--- src/rtl/baud_ctrl_pkg.sv ---
// baud_ctrl_pkg: shared definitions for the UART baud configuration sequencer.
//   - baud_state_e   : controller states (RUN, DRAIN, LOAD)
//   - BAUD_WIDTH     : default width of the modulo path
//   - MOD_*          : modulo values for standard rates at a 50 MHz clk_i
//   - DEFAULT_MODULO : modulo loaded at reset (115200 baud)
// The baud period is 2*(M+1) clk_i cycles, so M = clk/(2*rate) - 1.
package baud_ctrl_pkg;

  localparam int BAUD_WIDTH = 32;
  localparam int unsigned SYS_CLK_HZ = 50_000_000;

  typedef enum logic [1:0] {
    ST_RUN   = 2'd0,
    ST_DRAIN = 2'd1,
    ST_LOAD  = 2'd2
  } baud_state_e;

  function automatic logic [BAUD_WIDTH-1:0] baud_modulo(input int unsigned clk_hz,
                                                       input int unsigned rate);
    return BAUD_WIDTH'(clk_hz / (2 * rate) - 1);
  endfunction

  localparam logic [BAUD_WIDTH-1:0] MOD_9600   = baud_modulo(SYS_CLK_HZ, 9600);   // 2603
  localparam logic [BAUD_WIDTH-1:0] MOD_19200  = baud_modulo(SYS_CLK_HZ, 19200);  // 1301
  localparam logic [BAUD_WIDTH-1:0] MOD_115200 = baud_modulo(SYS_CLK_HZ, 115200); // 216

  localparam logic [BAUD_WIDTH-1:0] DEFAULT_MODULO = MOD_115200;
  localparam logic [BAUD_WIDTH-1:0] MIN_MODULO     = BAUD_WIDTH'(4);
  localparam logic [BAUD_WIDTH-1:0] DRAIN_TIMEOUT  = BAUD_WIDTH'(65535);

endpackage

--- src/rtl/baud_edge_det.sv ---
// baud_edge_det: registered rising-edge detector for the generator's baud_clk.
// Ports:
//   clk_i, rst_i : clock, synchronous active-high reset
//   clr_i        : synchronous clear of the sample history and the tick
//   en_i         : allows a detected edge to become a tick (sampling never stops)
//   din_i        : toggling baud clock from the generator
//   tick_o       : one-cycle pulse, registered, the cycle after din_i is seen rising
module baud_edge_det
  import baud_ctrl_pkg::*;
(
  input  logic clk_i,
  input  logic rst_i,
  input  logic clr_i,
  input  logic en_i,
  input  logic din_i,
  output logic tick_o
);

  logic prev;

  always_ff @(posedge clk_i) begin
    if (rst_i || clr_i) begin
      prev   <= 1'b0;
      tick_o <= 1'b0;
    end else begin
      prev   <= din_i;
      tick_o <= en_i & din_i & ~prev;
    end
  end

endmodule

--- src/rtl/baud_ctrl.sv ---
// baud_ctrl: configuration sequencer for the UART baud generator.
// Accepts modulo updates over valid/ready, holds TX/RX off at frame boundaries,
// reloads the generator under a one-cycle reset and turns baud_clk into a tick.
// Ports:
//   clk_i, rst_i            : clock, synchronous active-high reset
//   cfg_modulo_i/valid/ready: modulo update handshake
//   cfg_err_o               : pulse, request below MIN_MODULO rejected
//   cfg_timeout_o           : pulse, drain gave up waiting on busy engines
//   tx_busy_i, rx_busy_i    : engines are mid-frame
//   hold_o                  : engines must not start a new frame
//   baud_clk_i              : toggling generator output
//   baud_modulo_o           : modulo driven to the generator
//   baud_rst_n_o            : generator reset, active-low
//   baud_tick_o             : one-cycle enable per baud_clk_i rising edge
// Optional: define BAUD_DRAIN_TIMEOUT_EN to force a load after DRAIN_TIMEOUT
// drain cycles; otherwise DRAIN waits indefinitely and cfg_timeout_o is 0.
// All outputs are registered from the next state, so each reflects the state
// of the cycle it is visible in.
module baud_ctrl #(
  parameter int                    BAUD_WIDTH     = baud_ctrl_pkg::BAUD_WIDTH,
  parameter logic [BAUD_WIDTH-1:0] DEFAULT_MODULO = BAUD_WIDTH'(baud_ctrl_pkg::DEFAULT_MODULO),
  parameter logic [BAUD_WIDTH-1:0] MIN_MODULO     = BAUD_WIDTH'(baud_ctrl_pkg::MIN_MODULO),
  parameter logic [BAUD_WIDTH-1:0] DRAIN_TIMEOUT  = BAUD_WIDTH'(baud_ctrl_pkg::DRAIN_TIMEOUT)
) (
  input  logic                  clk_i,
  input  logic                  rst_i,
  input  logic [BAUD_WIDTH-1:0] cfg_modulo_i,
  input  logic                  cfg_valid_i,
  output logic                  cfg_ready_o,
  output logic                  cfg_err_o,
  output logic                  cfg_timeout_o,
  input  logic                  tx_busy_i,
  input  logic                  rx_busy_i,
  output logic                  hold_o,
  input  logic                  baud_clk_i,
  output logic [BAUD_WIDTH-1:0] baud_modulo_o,
  output logic                  baud_rst_n_o,
  output logic                  baud_tick_o
);

  import baud_ctrl_pkg::*;

  baud_state_e           state, state_nxt;
  logic [BAUD_WIDTH-1:0] pending;
  logic                  pend_ld;
  logic                  err_nxt;

`ifdef BAUD_DRAIN_TIMEOUT_EN
  logic [BAUD_WIDTH-1:0] drain_cnt;
  logic                  tout_nxt;
`endif

  always_comb begin
    state_nxt = state;
    pend_ld   = 1'b0;
    err_nxt   = 1'b0;
`ifdef BAUD_DRAIN_TIMEOUT_EN
    tout_nxt  = 1'b0;
`endif
    case (state)
      ST_RUN: begin
        if (cfg_valid_i && cfg_ready_o) begin
          if (cfg_modulo_i < MIN_MODULO) begin
            err_nxt = 1'b1;
          end else if (cfg_modulo_i != baud_modulo_o) begin
            // Same-value requests complete here without disturbing the generator.
            pend_ld   = 1'b1;
            state_nxt = ST_DRAIN;
          end
        end
      end
      ST_DRAIN: begin
        if (!tx_busy_i && !rx_busy_i) begin
          state_nxt = ST_LOAD;
`ifdef BAUD_DRAIN_TIMEOUT_EN
        end else if (drain_cnt + BAUD_WIDTH'(1) == DRAIN_TIMEOUT) begin
          // drain_cnt counts completed drain cycles; this is the last allowed one.
          state_nxt = ST_LOAD;
          tout_nxt  = 1'b1;
`endif
        end
      end
      ST_LOAD:  state_nxt = ST_RUN;
      default:  state_nxt = ST_LOAD;
    endcase
  end

  always_ff @(posedge clk_i) begin
    if (rst_i) begin
      state         <= ST_LOAD;
      pending       <= DEFAULT_MODULO;
      baud_modulo_o <= DEFAULT_MODULO;
      baud_rst_n_o  <= 1'b0;
      hold_o        <= 1'b1;
      cfg_ready_o   <= 1'b0;
      cfg_err_o     <= 1'b0;
    end else begin
      state        <= state_nxt;
      cfg_ready_o  <= (state_nxt == ST_RUN);
      hold_o       <= (state_nxt != ST_RUN);
      baud_rst_n_o <= (state_nxt != ST_LOAD);
      cfg_err_o    <= err_nxt;
      if (pend_ld) pending <= cfg_modulo_i;
      // Modulo changes on LOAD entry so it is stable while the generator is in reset.
      if (state == ST_DRAIN && state_nxt == ST_LOAD) baud_modulo_o <= pending;
    end
  end

`ifdef BAUD_DRAIN_TIMEOUT_EN
  always_ff @(posedge clk_i) begin
    if (rst_i) begin
      drain_cnt     <= '0;
      cfg_timeout_o <= 1'b0;
    end else begin
      cfg_timeout_o <= tout_nxt;
      // Held at zero outside DRAIN, so it reads 0 on the first drain cycle.
      if (state != ST_DRAIN) drain_cnt <= '0;
      else                   drain_cnt <= drain_cnt + BAUD_WIDTH'(1);
    end
  end
`else
  logic unused_drain_timeout;
  assign unused_drain_timeout = ^DRAIN_TIMEOUT;
  assign cfg_timeout_o        = 1'b0;
`endif

  // Edge history is wiped in LOAD (generator is being reset); ticks only
  // surface in cycles whose state is RUN.
  baud_edge_det u_edge (
    .clk_i  (clk_i),
    .rst_i  (rst_i),
    .clr_i  (state == ST_LOAD),
    .en_i   (state_nxt == ST_RUN),
    .din_i  (baud_clk_i),
    .tick_o (baud_tick_o)
  );

endmodule

--- config.mk ---
export PLATFORM = sky130hd
export DESIGN_NAME = baud_ctrl
export DESIGN_NICKNAME = d
export VERILOG_FILES = /design/src/rtl/baud_ctrl_pkg.sv /design/src/rtl/baud_edge_det.sv /design/src/rtl/baud_ctrl.sv
export SDC_FILE = /design/constraint.sdc
export NUM_CORES = 1
export LEC_CHECK = 0
export ABC_AREA = 1
export CORE_UTILIZATION = 51
export CTS_BUF_LIST = sky130_fd_sc_hd__clkbuf_4
export CTS_CLUSTER_DIAMETER = 30
export CTS_CLUSTER_SIZE = 14
export DETAILED_ROUTE_END_ITERATION = 10
export HOLD_SLACK_MARGIN = 0.02
export PLACE_DENSITY = 0.81
export SKIP_CTS_REPAIR_TIMING = 1
export SLEW_MARGIN = 15
export SYNTH_ARGS = -nofsm -noshare
export SYNTH_HDL_FRONTEND = slang
export SYNTH_SLANG_ARGS = --single-unit
export TNS_END_PERCENT = 30
--- constraint.sdc ---
create_clock -name clk_i -period 1.7 [get_ports clk_i]
set_input_delay 0.255 -clock clk_i [delete_from_list [all_inputs] [get_ports clk_i]]
set_output_delay 0.255 -clock clk_i [all_outputs]
set_load 0.1 [all_outputs]
### Word-level counts from Yosys, hierarchy flattened

Cells that the tools add are included.

| storage, ports and cells | value |
|---|---|
| register bits | 72 |
| input port bits | 38 |
| output and inout bits | 38 |
| logic and storage cells | 40 |

| cells by class | value |
|---|---|
| magnitude comparators | 1 |
| eq/ne operators | 5 |
| mux-type cells | 10 |
| bitwise operators | 5 |
| reduce and logical (&&, ||, !) cells | 10 |

Operator list:

| kind | number |
|---|---|
| 32-bit by 3-bit < comparator with 1-bit output, second input constant | 1 |
| 32-bit inequality test | 1 |
| 2-bit 2-to-1 mux | 4 |
| 2-bit one-hot mux with 3 select lines | 1 |
| 1-bit 2-to-1 mux | 5 |
| 2-bit equality test, second input constant | 2 |
| 2-bit logical NOT | 2 |
| 1-bit logical AND | 3 |
| 1-bit NOT | 3 |
| 3-bit OR reduction | 1 |
| 1-bit bitwise AND | 2 |
| 2-bit by 1-bit equality test with 1-bit output, second input constant | 1 |
| 1-bit logical NOT | 2 |
| 2-bit inequality test, second input constant | 1 |
| 2-bit nonzero test | 1 |
| 1-bit logical OR | 1 |

### Depth between registers and ports, before layout

Gate-level depths: netlist (run 1).

| logic depth | value |
|---|---|
| word-level depth | 8 |
| gate-level depth with buffers | 12 |
| gate-level depth less buffers | 11 |

### Modules after synthesis

Synthesis (run 1) repeated with hierarchy kept, for this count alone.

| unflattened totals | value |
|---|---|
| cell total of the unflattened synthesis | 467 |
| area total of the unflattened synthesis | 3306.9 um^2 |

By module, submodules not included:

| module | instances | cells each | area each (um^2) | seq. area each (um^2) |
|---|---|---|---|---|
| baud_ctrl | 1 | 457 | 3235.6 | 1401.3 |
| baud_edge_det | 1 | 10 | 71.3 | 40.0 |

### Worst setup path before layout (run 1)

No wires, ideal clock.

| path | value |
|---|---|
| path kind | register to register |
| start point | register baud_modulo_o[8] |
| end point | register pending[0] |
| library setup time | 115 ps |
| arrival | 1932 ps |
| data required time | 1585 ps |
| slack | -347 ps |
| cell stages (with the launch flop) | 11 |
| path buffers | 1 |
| clock period less this slack | 2047 ps |
| path through | dfxtp_1 -> inv_1 -> nand2_1 -> nand3_1 -> nor2_1 -> nand2_1 -> nor2_1 -> nand2_2 -> buf_2 -> a21oi_1 -> nor2_1 |

| on the way | value |
|---|---|
| cells in the longest elaborated chain, start to end | 5 |

RTL lines:

| element | RTL line | RTL |
|---|---|---|
| start, declared | baud_ctrl.sv:36 | `output logic [BAUD_WIDTH-1:0] baud_modulo_o,` |
| start signal, assigned | baud_ctrl.sv:105 | `if (state == ST_DRAIN && state_nxt == ST_LOAD) baud_modulo_o <= pending;` |
| 32-bit inequality test | baud_ctrl.sv:65 | `end else if (cfg_modulo_i != baud_modulo_o) begin` |
| 1-bit 2-to-1 mux | baud_ctrl.sv:65 |  |
| 1-bit 2-to-1 mux | baud_ctrl.sv:63 | `if (cfg_modulo_i < MIN_MODULO) begin` |
| 1-bit 2-to-1 mux | baud_ctrl.sv:62 | `if (cfg_valid_i && cfg_ready_o) begin` |
| 1-bit 2-to-1 mux | baud_ctrl.sv:60 | `case (state)` |
| end signal, assigned | baud_ctrl.sv:103 | `if (pend_ld) pending <= cfg_modulo_i;` |
| end, declared | baud_ctrl.sv:44 | `logic [BAUD_WIDTH-1:0] pending;` |

Every way passes these cells.
A chain may end at the register's enable or synchronous reset.

### Worst setup path in the final report (run 1)

| path | value |
|---|---|
| start point | input cfg_modulo_i[5] |
| end point | register pending[10] |

| on the way | value |
|---|---|
| cells in the longest elaborated chain, start to end | 5 |
| elaborated cells between the ends (all ways) | 6 |
| classes of those cells | order compare: 1; eq/ne: 1; mux: 4 |

RTL lines:

| element | RTL line | RTL |
|---|---|---|
| start, declared | baud_ctrl.sv:27 | `input logic [BAUD_WIDTH-1:0] cfg_modulo_i,` |
| parallel branches: the longest is 2 deep, another holds 32-bit by 3-bit < comparator with 1-bit output | n/a |  |
| 1-bit 2-to-1 mux (*) | baud_ctrl.sv:63 |  |
| 1-bit 2-to-1 mux (*) | baud_ctrl.sv:62 |  |
| 1-bit 2-to-1 mux (*) | baud_ctrl.sv:60 |  |

Every way passes the cells marked *.

==> results.json, run 1 <==
{
  "clock_latency_ns": 0.44,
  "synth_nets": 503,
  "gp_congestion": 0.8201,
  "critPathMaxFanout": 36,
  "postPlaceCellArea_um2": 4653,
  "whs_endpoint": "u_edge.prev$_SDFF_PP0_",
  "globalRouteOverflowTotal": 0,
  "tns_ns": -0.1075,
  "ys_top_cells_by_area": "dfxtp_1 (45%), nand2_1 (10%), nor2_1 (9.7%), nand3_1 (6.8%), a21oi_1 (6.2%)",
  "wirelength_um": 8944,
  "p_leak_nw": 2.158,
  "synth_top_family_by_area": "simple AND/OR/NAND/NOR gates",
  "ant_nets": 0,
  "design_area_um2": 4893,
  "die_area_um2": 6669,
  "die_x_um": 81.67,
  "reg2reg_to": "pending[10]$_SDFFE_PP0P_",
  "first_global_vias": 2917,
  "drt_iter0_markers": 210,
  "yosys.area_share.adder_pct": 0,
  "power_density_nw_per_um2": 712.6,
  "pre_cts_ws_ns": -0.3571,
  "synthToLayoutAreaGrowth_pct": 51.18,
  "antenna_found_initial": 0,
  "ys_ff_latch": 72,
  "port_buffers": 74,
  "grt_pass1_wl_um": 13430,
  "root_buffer": "clkbuf_4",
  "grt_usage_pct": 26.58,
  "grt_max_degree": 37,
  "slew_violations": 0,
  "maxCapViolCount": 0,
  "synth_flop_cell": "dfxtp_1",
  "hold_start": "baud_clk_i",
  "dr.pass1.iters": 6,
  "clk_pin_slew_worst_paths_ns": 0.11,
  "multi_input_area_um2": 1573,
  "cpMaxStageDelayCell": "clkdlybuf4s50_1",
  "max_freq_mhz": 553.2,
  "reg2reg_slack_ns": -0.10,
  "finalCritPeriodShare_pct": 106.3,
  "worstReg2RegStart": "baud_modulo_o[30]$_SDFFE_PP0P_",
  "via_per_inst": 5.381,
  "vdd_drop_max_uv": 519.6,
  "max_stage_delay_ns": 0.51,
  "initial_core_util_pct": 53.72,
  "netlist_area_um2": 3237,
  "endpoint_kind": "flop",
  "violations": "negative setup slack",
  "n_fill_cell": 373,
  "ios": 76,
  "diodes": 0,
  "layout_min_cycle_time_ns": 1.808,
  "required_ns": 2.02,
  "cts_htree_levels": 3,
  "critPathLaunchType": "primary input",
  "synth_mux_area_share_pct": 0,
  "ff2ff_path_depth": 11,
  "hold_viol_final": 0,
  "setup_ws_ns": -0.1075,
  "min-delay-path-class": "primary input to flop",
  "min_path_cells": 3,
  "synthArstFlopShare_pct": 0,
  "yosysTopAreaCell": "dfxtp_1",
  "synth_warnings": 0,
  "rows": 28,
  "numClockSinks": 72,
  "clock_skew_ns": 0.01203,
  "synth_seq_area_share_pct": 44.53,
  "fp.dieH_um": 81.67,
  "synth-edff-count": 0,
  "setup_viol": 1,
  "cts_buffers": 9,
  "cts_tree": "yes",
  "syn_avg_cell_area_um2": 6.961,
  "synth_top_cells_by_count": "nand2_1 (89), nor2_1 (84), dfxtp_1 (72), nand3_1 (44), inv_1 (41)",
  "drive_gt1_share_pct": 24.19,
  "hpwl_um": 5902,
  "synthSimpleGateAreaFrac_pct": 29.15,
  "synth_cells": 465,
  "route.vias.total": 3406,
  "yosysMostFrequentCell": "nand2_1",
  "path_class": "primary input to flop",
  "worstPathCellList": "clkdlybuf4s50_1 -> nor2_1 -> nand2_1 -> nor3_2 -> nand2_1 -> nor2_2 -> nor2_4 -> buf_12 -> a21oi_1 -> nor2_1",
  "synth_top_cell_area_share_pct": 44.53,
  "synth_compound_area_share_pct": 10.98,
  "arrival_ns": 2.13,
  "synthDistinctLibCells": 21,
  "wire_per_inst_um": 14.13,
  "status": "complete, but fails checks",
  "seqCellArea_um2": 1505,
  "drc": 0,
  "synthXorXnorAreaFrac_pct": 5.953,
  "core_um2": 6026,
  "nets": 592,
  "clock_path_buffers": 2
}
per-layer routing:
metal	track usage [%]	wire length, um	vias up
met5	0	0	-
met4	9.474	264	0
met3	5.556	694	29
met2	44.92	4459	170
met1	33.38	3526	1548
li1	-	-	1659
critical path: cells and delay by family:
kind,cells,cell delay (ns)
buf+inv,2,0.70
simple gates,7,0.92
compound gates,1,0.26
report_power, final:
part	switching, W	internal, W	total (W)
combinational	0.000439	0.000323	0.000762
clock	0.000582	0.000331	0.000913
sequential	0.0000601	0.00175	0.00181
total	0.00108	0.00241	0.00349
kinds of logic after synthesis:
| kind of cell | Yosys count |
|---|---|
| AO/OA/AOI/OAI | 71 |
| AND/OR/NAND/NOR | 229 |
| flip-flops | 72 |
| other | 1 |
| buffers and inverters | 70 |
| XOR/XNOR | 22 |
worst max-delay path by stage:
stage,start,end,slack (ns),depth (start not counted)
final,cfg_modulo_i[5],pending[10]$_SDFFE_PP0P_,-0.11,10
after floorplan,baud_modulo_o[21]$_SDFFE_PP0P_,pending[0]$_SDFFE_PP0P_,0.001,9
after detailed placement,cfg_modulo_i[4],pending[11]$_SDFFE_PP0P_,-0.36,10
after global placement,cfg_modulo_i[4],cfg_ready_o$_SDFF_PP0_,-0.32,10
after global routing,baud_modulo_o[9]$_SDFFE_PP0P_,pending[10]$_SDFFE_PP0P_,-0.19,11
after CTS,baud_modulo_o[30]$_SDFFE_PP0P_,cfg_ready_o$_SDFF_PP0_,0.05,11
stage by stage:
stage,hold WS (ns),std cells,util [%],power [W]
2_1_floorplan,0.3319,465,-,0.002260
3_3_place_gp,0.4379,615,77.22,0.002564
3_5_place_dp,0.4512,615,77.22,0.002584
4_1_cts,0.3723,630,78.92,0.003461
5_1_grt,0.3813,633,81.21,0.003621
6_report,0.3725,633,81.21,0.003487
sequential cells by signal (all words and copies together), names as in the netlist:
name,cells
baud_modulo_o,32
pending,32
state,2
baud_rst_n_o,1
cfg_err_o,1
cfg_ready_o,1
hold_o,1
u_edge.prev,1
u_edge.tick_o,1
layout by cell type (no fill, tap or decap), drive strengths merged:
cell,n
nor4,1
xnor2,22
clkdlybuf4s50,37
dfxtp,72
nand3,44
conb,1
clkbuf,14
nand2,90
o21ai,31
nor3,1
nor2,85
buf,65
nand4,7
and3,1
a21oi,40
clkinv,3
inv,44
area by class of cell:
type                    count  share of cell area [%]
well taps                  75                   1.918
multi-input cells         323                   32.14
inverters                  44                   3.375
flip-flops and latches     72                   30.76
repair buffers            104                   29.71
clock inverters             3                  0.2557
clock buffers              12                   1.841
(Power assumes the default switching activity.)
==> run 2: changes to the inputs <==
--- a/config.mk
+++ b/config.mk
@@ -6,16 +6,17 @@
 export NUM_CORES = 1
 export LEC_CHECK = 0
 export ABC_AREA = 1
-export CORE_UTILIZATION = 51
+export CORE_UTILIZATION = 52
 export CTS_BUF_LIST = sky130_fd_sc_hd__clkbuf_4
 export CTS_CLUSTER_DIAMETER = 30
 export CTS_CLUSTER_SIZE = 14
 export DETAILED_ROUTE_END_ITERATION = 10
 export HOLD_SLACK_MARGIN = 0.02
-export PLACE_DENSITY = 0.81
+export PLACE_DENSITY = 0.82
 export SKIP_CTS_REPAIR_TIMING = 1
 export SLEW_MARGIN = 15
 export SYNTH_ARGS = -nofsm -noshare
 export SYNTH_HDL_FRONTEND = slang
+export SYNTH_HIERARCHICAL = 1
 export SYNTH_SLANG_ARGS = --single-unit
 export TNS_END_PERCENT = 30
==> run 2 against run 1 <==
  * The run now ends clean
  * Die area grew 0.20%
  * Non-clock buffer count decreased by 2
  * Highest routed layer unchanged
  * Largest power group unchanged
  * Critical path depth is 1 lower
==> results.json, run 2 <==
{
  "design_area_um2": 4861,
  "ys_top_cells_by_area": "dfxtp_1 (44%), nor2_1 (11%), nand2_1 (9.6%), xnor2_1 (6.9%), nand3_1 (6.4%)",
  "nets": 593,
  "clock_latency_ns": 0.40,
  "drt_iter0_markers": 210,
  "synthToLayoutAreaGrowth_pct": 46.99,
  "synth-edff-count": 0,
  "postPlaceCellArea_um2": 4730,
  "setup_ws_ns": 0.06380,
  "diodes": 0,
  "port_buffers": 74,
  "finalPower_w": 0.003283,
  "die_x_um": 81.75,
  "min-delay-path-class": "primary input to flop",
  "layout_commonest_cell": "nor2_1",
  "synth_cells": 467,
  "maxCapViolCount": 0,
  "synth_nets": 505,
  "setup_viol": 0,
  "clock_path_buffers": 2,
  "synthDistinctLibCells": 22,
  "max_freq_mhz": 611.2,
  "first_global_vias": 3233,
  "clk_pin_slew_worst_paths_ns": 0.12,
  "largestRegisters": "baud_modulo_o: 32 flops, pending: 32 flops, state: 2 flops",
  "synth_warnings": 6,
  "hold_viol_final": 0,
  "drive_gt1_share_pct": 23.75,
  "clock_skew_ns": 0.01562,
  "wl_met3_um": 483,
  "rsz0062_at_grt": "yes",
  "grt_usage_pct": 27.52,
  "synth_seq_area_share_pct": 43.59,
  "cts_buffers": 9,
  "root_buffer": "clkbuf_4",
  "met1_length_um": 3521,
  "grt_max_degree": 65,
  "met2_length_um": 4657,
  "gp_congestion": 0.8325,
  "yosysTopAreaCell": "dfxtp_1",
  "vdd_drop_max_uv": 476.6,
  "fin_util_pct": 80.67,
  "fp.dieH_um": 81.75,
  "route.vias.total": 3353,
  "layout_min_cycle_time_ns": 1.636,
  "top_layer": "met4",
  "wire_per_inst_um": 13.94,
  "globalRouteOverflowTotal": 0,
  "drc": 0,
  "grt_pass1_wl_um": 14180,
  "path_class": "flop to flop",
  "synth_flop_cell": "dfxtp_1",
  "hpwl_um": 5929,
  "status": "finished, final reports clean",
  "antenna_found_initial": 0,
  "p_leak_nw": 2.038,
  "synth_top_cell_area_share_pct": 43.59,
  "netlist_area_um2": 3307,
  "synth_top_cells_by_count": "nor2_1 (93), nand2_1 (85), dfxtp_1 (72), nand3_1 (42), a21oi_1 (35)",
  "critPathLaunchType": "flop",
  "yosysMostFrequentCell": "nor2_1",
  "initial_core_util_pct": 54.88,
  "synthArstFlopShare_pct": 0,
  "pre_cts_ws_ns": -0.2953,
  "dr.pass1.iters": 5,
  "die_area_um2": 6682,
  "endpoint_kind": "flop",
  "whs_ns": 0.4183,
  "n_fill_cell": 384,
  "power_density_nw_per_um2": 675.4,
  "ys_ff_latch": 72,
  "rows": 28,
  "syn_avg_cell_area_um2": 7.081,
  "via_per_inst": 5.280,
  "ant_nets": 0,
  "cts_htree_levels": 3,
  "wirelength_um": 8854,
  "slew_violations": 0,
  "arrival_ns": 1.94,
  "core_um2": 6026,
  "ios": 76,
  "finalCritPeriodShare_pct": 96.25,
  "cts_tree": "yes",
  "critPathMaxFanout": 37,
  "numClockSinks": 72,
  "required_ns": 2.01,
  "final_cell_mix": "nor2_1 (91), nand2_1 (85), buf_12 (43), nand3_1 (42), dfxtp_1 (39)"
}
[run 2: changes by cell type in the layout (fill, tap and decap cells not counted), moves of 2 or more]
cell       delta
clkbuf_16     -2
inv_1         -6
nor2_1       +14
nand3_2       -3
xnor2_1       +5
buf_6         -2
nand2_1       -3
inv_2         +4
dfxtp_4      +12
buf_4         +2
dfxtp_2      -12
a21oi_1       -5
[run 2: where the power goes]
group / leakage, nW / switching (W) / internal (W) / total, W
Sequential: 0.605 / 0.0000400 / 0.00172 / 0.00176
Combinational: 1.37 / 0.000322 / 0.000267 / 0.000590
Clock: 0.0647 / 0.000596 / 0.000342 / 0.000938
Total: 2.04 / 0.000959 / 0.00232 / 0.00328
[run 2: worst paths after layout]
kind	from	to	slack [ns]	cells after the start
min	baud_clk_i	u_edge/prev$_SDFF_PP0_	0.42	3
max	baud_modulo_o[9]$_SDFFE_PP0P_	pending[12]$_SDFFE_PP0P_	0.06	9
max reg2reg	baud_modulo_o[9]$_SDFFE_PP0P_	pending[12]$_SDFFE_PP0P_	0.06	9
min reg2reg	pending[7]$_SDFFE_PP1P_	baud_modulo_o[7]$_SDFFE_PP1P_	0.47	2
[run 2: worst max-delay path, cell delays in order (launching register included)]
cell     delay, ns
dfxtp_2       0.36
xnor2_1       0.20
nand2_1       0.09
nor2_1        0.13
nand2_1       0.10
nor2_2        0.13
nand2_4       0.10
buf_12        0.18
a21oi_1       0.16
nor2_1        0.07
[run 2: cell families after synthesis]
kind of cell,Yosys count,share of synthesized area [%]
and+or+nand+nor,235,29.81
DFF,72,43.59
buffers and inverters,68,9.761
AOI/OAI and AO/OA,65,9.837
xor gates and xnor gates,26,6.886
other,1,0.1134
[run 2: metal layers]
metal,up-vias,global-route usage [%]
met2,117,48.51
met3,23,5.333
met4,0,11.58
li1,1647,-
met1,1566,32.32
met5,-,0
[run 2: per-stage QoR]
step / cells / setup TNS (ns)
3_3_place_gp: 619 / -7.115
2_1_floorplan: 467 / 0
4_1_cts: 635 / 0
3_5_place_dp: 619 / -8.703
6_report: 635 / 0
5_1_grt: 635 / -0.1003
[run 2: area by class of cell]
cell class | instances | area (um2) | area share, %
Multi-Input combinational cell | 327 | 1563 | 32.15
Clock inverter | 4 | 21.27 | 0.4376
Timing Repair Buffer | 102 | 1396 | 28.73
Sequential cell | 72 | 1535 | 31.58
Clock buffer | 12 | 90.09 | 1.853
Inverter | 43 | 161.4 | 3.320
Tap cell | 75 | 93.84 | 1.931
==> RTL edit (config.mk and constraints of run 2) <==
Encoding of `baud_state_e`: now one-hot (3 bits for 3 states).
--- a/src/rtl/baud_ctrl_pkg.sv
+++ b/src/rtl/baud_ctrl_pkg.sv
@@ -9,10 +9,10 @@
   localparam int BAUD_WIDTH = 32;
   localparam int unsigned SYS_CLK_HZ = 50_000_000;
 
-  typedef enum logic [1:0] {
-    ST_RUN   = 2'd0,
-    ST_DRAIN = 2'd1,
-    ST_LOAD  = 2'd2
+  typedef enum logic [2:0] {
+    ST_RUN   = 3'b001,
+    ST_DRAIN = 3'b010,
+    ST_LOAD  = 3'b100
   } baud_state_e;
 
   function automatic logic [BAUD_WIDTH-1:0] baud_modulo(input int unsigned clk_hz,
Formal check against the unedited RTL: no difference found for any inputs over 10 cycles, from zero or initial values and one cycle with rst_i high; not proved beyond that.
==> RTL edit against run 2 <==
- the flow now finishes with violations (DRC, setup timing)
- sequential cell count grew 1
- utilization up 2.8 points
- setup slack worse by 110 ps
- global-route usage decreased by 1.2 points
- largest power group unchanged
- area after synthesis grew 6.1%
- cell count rose by 9.4%
- cell area rose by 10%
- power is 1.4% lower
- clock power fell by 5.5%
- wire length is 7.6% higher
==> RTL edit: results (changes against run 2) <==
[setup_path]
arrival_ps = 2070  ; +130 ps
crit_slowest_cell = clkdlybuf4s50_1
cp_slowest_stage_delay_ps = 540  ; +180 ps
critPathMaxFanout = 6  ; -84%

[placed_design]
dp_hpwl_um = 6390  ; +7.8%
place_area_um2 = 5030  ; +6.5%
place_ws_ps = -361  ; -66.0 ps
routabilityCongestion = 0.849  ; +2.0%

[power_and_ir_drop]
vdd_drop_max_v = 0.000486  ; +1.9%
p_int_uw = 2250  ; -3.2%
p_leak_uw = 0.00239  ; +17%

[clock_tree]
h-tree-depth = 3  ; unchanged
cts_root_buf = clkbuf_4
cts_inserted_buffers = 9  ; unchanged
clock_latency_ps = 420  ; +20 ps

[detailed_routing]
viasPerCell = 5.18  ; -2.0%
initialDrtViolationCount = 289  ; +38%
routed_wl_um = 9530  ; +7.6%
first_pass_iters = 8  ; +3
drcViolationCount = 10  ; +10

[synthesis]
ys_seq_area_share_pct = 41.7  ; -1.9 points
synth_compound_area_share_pct = 8.13  ; -1.7 points
synth_common_cells = 116 x nand2_1, 98 x inv_1, 73 x dfxtp_1
ys_types = 24  ; +9.1%
synthTopCellsByArea = dfxtp_1 42%, nand2_1 12%, inv_1 10%
yosysWarnings = 6  ; unchanged
synth_xor_area_share_pct = 6.49  ; -0.40 points
syn_nets = 552  ; +9.3%
yosys.area_share.adder_pct = 0  ; unchanged

[sta]
worst_slack_ps = -51.1  ; -115 ps
finalSetupViolations = 5  ; +5
fin_setup_tns_ps = -112  ; -112 ps
finClkSkew_ps = 10.2  ; -5.44 ps

[final_layout]
nets = 651  ; +9.8%
num-fill-cells = 358  ; -6.8%
drive_gt1_share_pct = 27.0  ; +3.3 points
reg_top3 = baud_modulo_o: 32 flops, pending: 32 flops, state: 3 flops

[grt]
grt_pass1_wl_um = 15000  ; +5.5%
grt_pass1_vias = 3445  ; +6.6%
grt_max_degree = 39  ; -40%
grt_usage_pct = 26.4  ; -1.2 points

[outcome]
failed_checks = DRC, setup timing
status = finished, violations left

[RTL edit: path summary, 6_finish.rpt]
path | endpoint | slack, ps | from | depth (start not counted)
setup / recovery | pending[14] | -50 | cfg_modulo_i[8] | 12
setup reg to reg | pending[14] | -50 | baud_modulo_o[8] | 11
hold reg to reg | baud_modulo_o[24] | 450 | pending[24] | 2
hold / removal | pending[14] | 310 | cfg_modulo_i[14] | 5
[RTL edit: power by group through the flow]
stage          clock network [uW]  registers [uW]  logic [uW]
6_report                      886            1720         632
5_1_grt                       969            1720         675
4_1_cts                       906            1720         599
3_5_place_dp                    0            1760         595
3_3_place_gp                    0            1760         583
2_1_floorplan                   0            1850         236
[RTL edit: stage by stage]
step	instances	hold slack [ps]
final	695	306
after global routing	695	338
after CTS	687	384
after detailed placement	671	434
after global placement	671	426
after floorplan	514	324
[RTL edit: logic make-up after synthesis]
kind of cell	after synthesis
and+or+nand+nor	226
buffers and inverters	131
DFF	73
AOI/OAI and AO/OA	57
xor gates and xnor gates	26
other	1
[RTL edit: area by class of cell]
type | instances | area [um^2] | share of cell area (%)
clock buffer | 9 | 67.6 | 1.26
clock inverter | 7 | 37.5 | 0.700
inverter | 105 | 394 | 7.35
multi-input combinational | 310 | 1650 | 30.7
sequential | 73 | 1580 | 29.5
tap | 77 | 96.3 | 1.80
timing repair buffer | 114 | 1540 | 28.7
[RTL edit: worst reg2reg max path, cell delays in order, from the launching register on]
cell and delay (ps):
dfxtp_4 380, xnor2_2 140, nand2_1 100, nor2_2 150
nand2_1 80, nor2_1 140, nand2_2 130, nand3_4 190
buf_12 150, nand2_1 80, inv_1 80, nor2_1 50
[RTL edit: layer usage]
metal	GRT usage, %	part of all wire (%)
met5	0	0
met3	5.41	7.1
met4	10.3	2.0
met1	31.1	41
met2	46.9	50
